**src/rtl/ram_port_arbiter_pkg.sv**
```systemverilog
// ram_port_arbiter_pkg: shared FSM encodings, owner codes and sizing helper for the RAM port arbiter
package ram_port_arbiter_pkg;
   typedef enum logic [1:0] {
      ST_IDLE   = 2'd0,
      ST_ACCESS = 2'd1,
      ST_RESP   = 2'd2
   } state_t;
   localparam logic OWN_CPU = 1'b0;
   localparam logic OWN_DBG = 1'b1;
   function automatic int cnt_width(input int max_val);
      return $clog2(max_val + 1);
   endfunction
endpackage

```
**src/rtl/ram_port_arbiter_sat_counter.sv**
```systemverilog
// ram_port_arbiter_sat_counter: saturating up-counter with clear priority, flags when it reaches MAX
module ram_port_arbiter_sat_counter #(
   parameter int W   = 4,
   parameter int MAX = 8
) (
   input  logic clk,
   input  logic reset,
   input  logic inc,
   input  logic clr,
   output logic sat
);
   logic [W-1:0] cnt;
   assign sat = cnt == W'(MAX);
   // clear wins over increment; count holds once saturated
   always_ff @(posedge clk) begin
      if (!reset || clr) cnt <= '0;
      else if (inc && !sat) cnt <= cnt + 1'b1;
   end
endmodule

```
**src/rtl/ram_port_arbiter.sv**
```systemverilog
// ram_port_arbiter: serialises CPU and debug-port accesses onto one RAM port with fixed read latency
module ram_port_arbiter
   import ram_port_arbiter_pkg::*;
#(
   parameter int AW       = 32,
   parameter int DW       = 32,
   parameter int RD_LAT   = 1,
   parameter int MAX_WAIT = 8
) (
   input  logic          clk,
   input  logic          reset,
   input  logic          cpu_req,
   input  logic          cpu_we,
   input  logic [AW-1:0] cpu_addr,
   input  logic [DW-1:0] cpu_wdata,
   output logic          cpu_done,
   output logic          cpu_stall,
   input  logic          dbg_req,
   input  logic          dbg_we,
   input  logic [AW-1:0] dbg_addr,
   input  logic [DW-1:0] dbg_wdata,
   output logic          dbg_done,
   output logic [DW-1:0] rdata,
   output logic [AW-1:0] ram_addr,
   output logic [DW-1:0] ram_wdata,
   output logic          ram_we,
   input  logic [DW-1:0] ram_rdata
);
   localparam int CW = cnt_width(MAX_WAIT);
   localparam logic [1:0] LAT_LAST = 2'(RD_LAT - 1);
   state_t     state;
   logic       owner;
   logic [1:0] lat_cnt;
   logic       wait_sat;
   logic       dbg_busy;
   logic       grant_cpu;
   logic       grant_dbg;
   // DBG beats CPU only once it has starved for MAX_WAIT cycles
   always_comb begin
      dbg_busy  = state != ST_IDLE && owner == OWN_DBG;
      grant_dbg = state == ST_IDLE && dbg_req && (!cpu_req || wait_sat);
      grant_cpu = state == ST_IDLE && cpu_req && !grant_dbg;
   end
   assign cpu_stall = cpu_req & ~cpu_done;
   ram_port_arbiter_sat_counter #(.W(CW), .MAX(MAX_WAIT)) u_wait_cnt (
      .clk   (clk),
      .reset (reset),
      .inc   (dbg_req & ~dbg_busy),
      .clr   (~dbg_req | grant_dbg),
      .sat   (wait_sat)
   );
   // grant latches the winner's request; a write strobes for its one ACCESS cycle, a read waits RD_LAT cycles
   always_ff @(posedge clk) begin
      if (!reset) begin
         state     <= ST_IDLE;
         owner     <= OWN_CPU;
         lat_cnt   <= '0;
         ram_addr  <= '0;
         ram_wdata <= '0;
         ram_we    <= 1'b0;
         rdata     <= '0;
         cpu_done  <= 1'b0;
         dbg_done  <= 1'b0;
      end else begin
         case (state)
            ST_IDLE: if (grant_cpu || grant_dbg) begin
               state     <= ST_ACCESS;
               owner     <= grant_dbg ? OWN_DBG : OWN_CPU;
               ram_we    <= grant_dbg ? dbg_we : cpu_we;
               ram_addr  <= grant_dbg ? dbg_addr : cpu_addr;
               ram_wdata <= grant_dbg ? dbg_wdata : cpu_wdata;
            end
            ST_ACCESS: if (ram_we || lat_cnt == LAT_LAST) begin
               state    <= ST_RESP;
               ram_we   <= 1'b0;
               lat_cnt  <= '0;
               rdata    <= ram_we ? rdata : ram_rdata;
               cpu_done <= owner == OWN_CPU;
               dbg_done <= owner == OWN_DBG;
            end else begin
               lat_cnt <= lat_cnt + 2'd1;
            end
            ST_RESP: begin
               state    <= ST_IDLE;
               cpu_done <= 1'b0;
               dbg_done <= 1'b0;
            end
            default: state <= ST_IDLE;
         endcase
      end
   end
endmodule

```
**config.mk**
```make
export PLATFORM = sky130hd
export DESIGN_NAME = ram_port_arbiter
export DESIGN_NICKNAME = d
export VERILOG_FILES = /design/src/rtl/ram_port_arbiter_pkg.sv /design/src/rtl/ram_port_arbiter_sat_counter.sv /design/src/rtl/ram_port_arbiter.sv
export SDC_FILE = /design/constraint.sdc
export NUM_CORES = 1
export LEC_CHECK = 0
export BUFFER_PORTS_ARGS = -buffer_cell sky130_fd_sc_hd__buf_2
export CAP_MARGIN = 20
export CORE_AREA = 2 2 104 106
export DETAILED_ROUTE_END_ITERATION = 7
export DIE_AREA = 0 0 106 108
export GPL_ROUTABILITY_DRIVEN = 0
export PLACE_DENSITY = 0.83
export SLEW_MARGIN = 20
export SYNTH_ARGS = -nofsm -noshare
export SYNTH_HDL_FRONTEND = slang
export SYNTH_SLANG_ARGS = --single-unit
```
**constraint.sdc**
```tcl
create_clock -name clk -period 4.1 [get_ports clk]
set_input_delay 1.23 -clock clk [delete_from_list [all_inputs] [get_ports clk]]
set_output_delay 1.23 -clock clk [all_outputs]
set_load 0.03 [all_outputs]
```
==> results of run 1 <==
power by group through the flow:
| stage | clock (mW) | sequential, mW | combinational, mW |
|---|---|---|---|
| CTS | 0.634 | 1.20 | 0.702 |
| global route | 0.684 | 1.22 | 0.756 |
| global placement | 0 | 1.22 | 0.695 |
| detailed placement | 0 | 1.22 | 0.702 |
| floorplan | 0 | 1.43 | 0.253 |
| finish | 0.621 | 1.20 | 0.699 |
worst reg2reg max path, stage by stage, from the launching register on:
cell     delay, ns
dfxtp_1       0.33
inv_1         0.09
ha_1          0.14
and3b_1       0.27
o211a_2       0.62
buf_12        0.30
nor3_1        0.11
nor3_1        0.18
cell usage in the layout, fill, tap and decap left out, types with 2 or more instances in the layout:
cell type   synthesis  routed
nor2b_1             3       3
clkbuf_8            0      10
o21a_1              3       2
dfxtp_1           108     108
nand2_1            66      66
ha_1                3       3
nor3_1            131     131
nor2_1             73      73
clkinv_4            0       2
a21boi_1           30      30
nand4_1             2       2
o211ai_1            2       2
o21ai_0            66      65
buf_4               2       3
clkinvlp_4          0       2
nand2b_1            2       2
inv_1               5       5
buf_12              0       3
mux2i_1             3       3
nand3_1             4       4
a21boi_0            3       3
buf_2              17     264
layout make-up:
| cell class | count | area share |
|---|---|---|
| Tap cell | 136 | 0.0283 |
| Sequential cell | 108 | 0.360 |
| Clock buffer | 10 | 0.0229 |
| Timing Repair Buffer | 270 | 0.234 |
| Inverter | 5 | 0.00312 |
| Clock inverter | 6 | 0.00812 |
| Multi-Input combinational cell | 405 | 0.344 |
cells by family after synthesis:
family | count (synthesis)
simple gates | 288
compound gates | 109
flops | 108
buf+inv | 53
mux | 3
fa+ha+maj | 3
xor+xnor | 2
routing by layer:
| metal | part of all wire | vias to the layer above |
|---|---|---|
| met5 | 0 | - |
| met2 | 0.49 | 210 |
| met4 | 0.020 | 0 |
| met1 | 0.41 | 2169 |
| met3 | 0.088 | 21 |
| li1 | - | 2393 |
worst paths after layout:
check / cells after the start / startpoint / end / slack (ns)
setup reg to reg: 7 / u_wait_cnt.cnt[0]$_SDFFE_PP0P_ / ram_addr[24]$_SDFFE_PN0P_ / 2.00
hold / removal: 2 / rdata[24]$_SDFFE_PN0P_ / rdata[24]$_SDFFE_PN0P_ / 0.46
setup / recovery: 4 / cpu_req / cpu_stall / 1.10
hold reg to reg: 2 / rdata[24]$_SDFFE_PN0P_ / rdata[24]$_SDFFE_PN0P_ / 0.46
sequential cells by signal (all words and copies together) (netlist names), 2 cells and up:
| name | count |
|---|---|
| state | 2 |
| u_wait_cnt.cnt | 4 |
| rdata | 32 |
| lat_cnt | 2 |
| ram_wdata | 32 |
| ram_addr | 32 |
stage by stage:
stage / hold slack (ns) / std cells / area (um2) / total power, mW
3_5_place_dp: 0.443 / 924 / 5820 / 1.93
6_report: 0.456 / 940 / 6010 / 2.52
2_1_floorplan: 0.465 / 566 / 4460 / 1.68
3_3_place_gp: 0.438 / 924 / 5820 / 1.92
5_1_grt: 0.474 / 940 / 6010 / 2.66
4_1_cts: 0.457 / 940 / 6010 / 2.54
==> flow_metrics.env, run 1 <==
export IMPL_diodes=0
export IMPL_critical_path_top_delay_family="buffers and inverters"
export IMPL_totalWireLength_mm=13.3
export IMPL_hold_class="reg2reg"
export IMPL_cp_end_kind="output pin"
export IMPL_antenna_found_initial=0
export IMPL_pre_cts_ws_ns=1.10
export IMPL_cts_resized_gates=0
export IMPL_start_kind="input port"
export IMPL_num_rows=37
export IMPL_cts_tree="done"
export IMPL_worst_path_buf_inv=3
export IMPL_clk_latency_ns=0.37
export IMPL_relSlewSlack=0.397
export IMPL_synth_nets=735
export IMPL_cp_slowest_cell="buf_2"
export IMPL_cts_hold_buf=0
export IMPL_synth_area_um2=4460
export IMPL_muxShareOfSynthArea=0.00674
export IMPL_worst_path_most_repeated_cell="buf_2"
export IMPL_critical_path_required_ns=2.87
export IMPL_setup_tns_ns=0
export IMPL_netlist_area_leader_share=0.485
export IMPL_use_met1=0.261
export IMPL_synth_compound_area_share=0.147
export IMPL_synth_common_cells="nor3_1, dfxtp_1, nor2_1"
export IMPL_multi_input_area_um2=2070
export IMPL_yosys_top_cells_area="dfxtp_1, nor3_1, o21ai_0, nor2_1, nand2_1"
export IMPL_numCtsBuffers=9
export IMPL_final_fill_count=980
export IMPL_period_needed_ns=3.00
export IMPL_syn_area_per_cell_um2=7.88
export IMPL_grt_ovfl_total=0
export IMPL_final_util=0.587
export IMPL_hold_violations=0
export IMPL_drv_slew=0
export IMPL_die_w_um=106
export IMPL_finalCritPeriodShare=0.731
export IMPL_synthAdderAreaFrac=0.00842
export IMPL_ant_nets=0
export IMPL_yosysWarnings=0
export IMPL_rsz0062_at_grt="no"
export IMPL_synth_xor_area_frac=0.00393
export IMPL_fin_ws_ns=1.10
export IMPL_critPathArrivalTime_ns=1.77
export IMPL_p_sw_mw=0.899
export IMPL_status="finished, final reports clean"
export IMPL_yosys_area_share_simple=0.291
export IMPL_use_met2=0.381
export IMPL_maxCapViolations=0
export IMPL_grt_use_total=0.221
export IMPL_vias=4793
export IMPL_synth_edf_count=0
export IMPL_final_setup_skew_ns=0.0173
export IMPL_critical_path_class="in2out"
export IMPL_wire_per_inst_um=14.1
export IMPL_die_h_um=108
export IMPL_use_met3=0.0657
export IMPL_clock_sinks=108
export IMPL_combPwrFrac=0.277
export IMPL_io_pins=266
export IMPL_p_sw_frac=0.356
export IMPL_path_max_fanout=4
export IMPL_yosys_area_top_type="dfxtp_1"
export IMPL_crit_path_cell_trace="buf_2 -> inv_1 -> nor2_1 -> buf_2"
export IMPL_power_leakage_nw=2.84
export IMPL_p_seq_frac=0.477
export IMPL_clk_pin_slew_ns=0.11
export IMPL_synthCells=566
export IMPL_die_area_um2=11400
export IMPL_vias_per_cell=5.10
export IMPL_ys_ff_latch=108
export IMPL_first_iter_violations=272
export IMPL_yosysMostFrequentCell="nor3_1"
export IMPL_port_buffers=265
export IMPL_setup_viol=0
export IMPL_internal_power_mw=1.62
export IMPL_root_buffer="clkbuf_8"
export IMPL_synthFlopType="dfxtp_1"
export IMPL_htree_levels=3
export IMPL_power_density_nw_per_um2=420
export IMPL_final_seq_area_um2=2160
export IMPL_grt_busiest_layer="met2"
export IMPL_core_um2=10200
export IMPL_area_growth_synth_to_final_pct=34.7
export IMPL_synth_top_family_by_area="simple AND/OR/NAND/NOR gates"
export IMPL_cts_setup_buffers=0
export IMPL_ys_types=35
export IMPL_ys_async_sr_fraction=0
export IMPL_drcViolationCount=0
export IMPL_grt_pass1_wl_mm=20.6
export IMPL_num_nets_final=968
export IMPL_critPathMaxStageDelay_ns=0.20
export IMPL_dp_hpwl_mm=9.36
export IMPL_peakVddDrop_mv=0.241
export IMPL_initial_utilization=0.436
export IMPL_grt_max_degree=108
export IMPL_tightest_slew_ns=0.903
export IMPL_fmax_mhz=334
export IMPL_cts_path_max_buffers=2
export IMPL_grt_pass1_vias=4365
export IMPL_clock_power_share=0.246
export IMPL_ys_seq_area_frac=0.485
export IMPL_dr_pass1_iters=4
export IMPL_drive_gt1_frac=0.364
Note: power is estimated with default switching activity, not from simulation.
==> inputs of run 2 (changes only) <==
--- a/config.mk
+++ b/config.mk
@@ -7,11 +7,11 @@
 export LEC_CHECK = 0
 export BUFFER_PORTS_ARGS = -buffer_cell sky130_fd_sc_hd__buf_2
 export CAP_MARGIN = 20
-export CORE_AREA = 2 2 104 106
+export CORE_AREA = 2 2 110 112
 export DETAILED_ROUTE_END_ITERATION = 7
-export DIE_AREA = 0 0 106 108
+export DIE_AREA = 0 0 112 114
 export GPL_ROUTABILITY_DRIVEN = 0
-export PLACE_DENSITY = 0.83
+export PLACE_DENSITY = 0.78
 export SLEW_MARGIN = 20
 export SYNTH_ARGS = -nofsm -noshare
 export SYNTH_HDL_FRONTEND = slang
==> constraint.sdc (replaced) <==
create_clock -name clk -period 2.55 [get_ports clk]
set_input_delay 0.765 -clock clk [delete_from_list [all_inputs] [get_ports clk]]
set_output_delay 0.765 -clock clk [all_outputs]
set_load 0.03 [all_outputs]
==> run 2 against run 1 <==
Combinational power up 65%. Routed wire length up 1.2%. Setup slack lost 0.62 ns. Die area grew 12%. Register-to-register slack worse by 1.3 ns. Via count down 0.83%. Sequential share of layout area shrank 1.1 points. Cell count grew 1.9%. Clock power up 120%. Non-clock buffer count is 7 higher. Flip-flop and latch count is the same. Largest power group unchanged.
==> flow_metrics.env, run 2 (synthesized netlist as in run 1, its figures left out) <==
export IMPL_drive_gt1_frac=0.369
export IMPL_port_buffers=265
export IMPL_final_common_cell="buf_2"
export IMPL_hold_depth=2
export IMPL_clk_latency_ns=0.34
export IMPL_htree_levels=3
export IMPL_vias_per_cell=4.96
export IMPL_antenna_found_initial=0
export IMPL_critPathArrivalTime_ns=1.30
export IMPL_peakVddDrop_mv=0.584
export IMPL_placed_cell_area_um2=5900
export IMPL_wire_per_inst_um=14.0
export IMPL_start_kind="input port"
export IMPL_num_rows=40
export IMPL_maxCapViolations=0
export IMPL_power_leakage_nw=2.94
export IMPL_die_h_um=114
export IMPL_dp_hpwl_mm=9.27
export IMPL_final_cell_mix="buf_2, nor3_1, dfxtp_1"
export IMPL_place_inst=942
export IMPL_totalWireLength_mm=13.4
export IMPL_clock_sinks=108
export IMPL_status="finished, final reports clean"
export IMPL_cts_path_max_buffers=2
export IMPL_cp_end_kind="output pin"
export IMPL_rsz0062_at_grt="no"
export IMPL_diodes=0
export IMPL_die_area_um2=12800
export IMPL_io_pins=266
export IMPL_vias=4753
export IMPL_drcViolationCount=0
export IMPL_tightest_slew_ns=0.480
export IMPL_crit_path_cell_trace="buf_2 -> inv_1 -> nor2_1 -> buf_2"
export IMPL_period_needed_ns=2.06
export IMPL_reg_top3="ram_addr (32), ram_wdata (32), rdata (32)"
export IMPL_core_um2=11700
export IMPL_path_max_fanout=4
export IMPL_final_util=0.529
export IMPL_grt_use_total=0.203
export IMPL_fmax_mhz=485
export IMPL_cp_slowest_cell="buf_2"
export IMPL_multi_input_area_um2=2070
export IMPL_cts_hold_buf=0
export IMPL_initial_utilization=0.381
export IMPL_final_fill_count=1140
export IMPL_fin_cells=958
export IMPL_cts_setup_buffers=0
export IMPL_rr_worst_depth=7
export IMPL_numCtsBuffers=9
export IMPL_power_density_nw_per_um2=718
export IMPL_cts_resized_gates=0
export IMPL_hold_class="reg2reg"
export IMPL_finalCritPeriodShare=0.809
export IMPL_critical_path_required_ns=1.79
export IMPL_critical_path_class="in2out"
export IMPL_setup_tns_ns=0
export IMPL_ant_nets=0
export IMPL_grt_pass1_wl_mm=21.1
export IMPL_drv_slew=0
export IMPL_clk_pin_slew_ns=0.07
export IMPL_fin_area_um2=6190
export IMPL_critPathMaxStageDelay_ns=0.20
export IMPL_final_seq_area_um2=2160
export IMPL_num_nets_final=975
export IMPL_p_total_mw=4.45
export IMPL_final_setup_skew_ns=0.00505
export IMPL_die_w_um=112
export IMPL_cts_tree="done"
export IMPL_worst_path_most_repeated_cell="buf_2"
export IMPL_dr_pass1_iters=4
export IMPL_relSlewSlack=0.680
export IMPL_root_buffer="clkbuf_16"
export IMPL_grt_max_degree=108
export IMPL_grt_ovfl_total=0
export IMPL_first_iter_violations=295
export IMPL_area_growth_synth_to_final_pct=38.8
export IMPL_setup_viol=0
export IMPL_hold_violations=0
export IMPL_grt_pass1_vias=4542
==> run 2: cell type report <==
class / count / area share
Clock buffer: 9 / 0.0364
Clock inverter: 7 / 0.0109
Inverter: 5 / 0.00303
Multi-Input combinational cell: 405 / 0.334
Sequential cell: 108 / 0.349
Tap cell: 147 / 0.0297
Timing Repair Buffer: 277 / 0.237
==> run 2: stage by stage <==
step | hold WS, ns | setup WS [ns]
2_1_floorplan | 0.465 | 0.559
3_3_place_gp | 0.439 | 0.503
3_5_place_dp | 0.443 | 0.453
4_1_cts | 0.452 | 0.482
5_1_grt | 0.471 | 0.418
6_report | 0.451 | 0.487
==> run 2: where the power goes <==
| part | internal, mW | total (mW) | switching, mW | leakage, nW |
|---|---|---|---|---|
| registers | 1.86 | 1.94 | 0.0823 | 0.891 |
| logic | 0.379 | 1.15 | 0.767 | 1.90 |
| clock network | 0.758 | 1.36 | 0.606 | 0.149 |
==> run 2: worst paths after layout <==
path,slack [ns],endpoint,startpoint
worst max register to register,0.66,ram_wdata[11]$_SDFFE_PN0P_,u_wait_cnt.cnt[0]$_SDFFE_PP0P_
worst max-delay path,0.49,cpu_stall,cpu_req
worst min register to register,0.45,rdata[12]$_SDFFE_PN0P_,rdata[12]$_SDFFE_PN0P_
worst min-delay path,0.45,rdata[12]$_SDFFE_PN0P_,rdata[12]$_SDFFE_PN0P_
==> run 2: metal layers <==
metal / vias up / part of all wire / GRT usage
met5: - / 0 / 0
met4: 0 / 0.0089 / 0.0520
met3: 11 / 0.087 / 0.0755
met2: 197 / 0.49 / 0.371
met1: 2139 / 0.41 / 0.225
li1: 2406 / - / -
==> run 2: critical path, delay by kind of cell <==
kind	cells	cell delay [ns]
simple gates	1	0.09
buf+inv	3	0.44
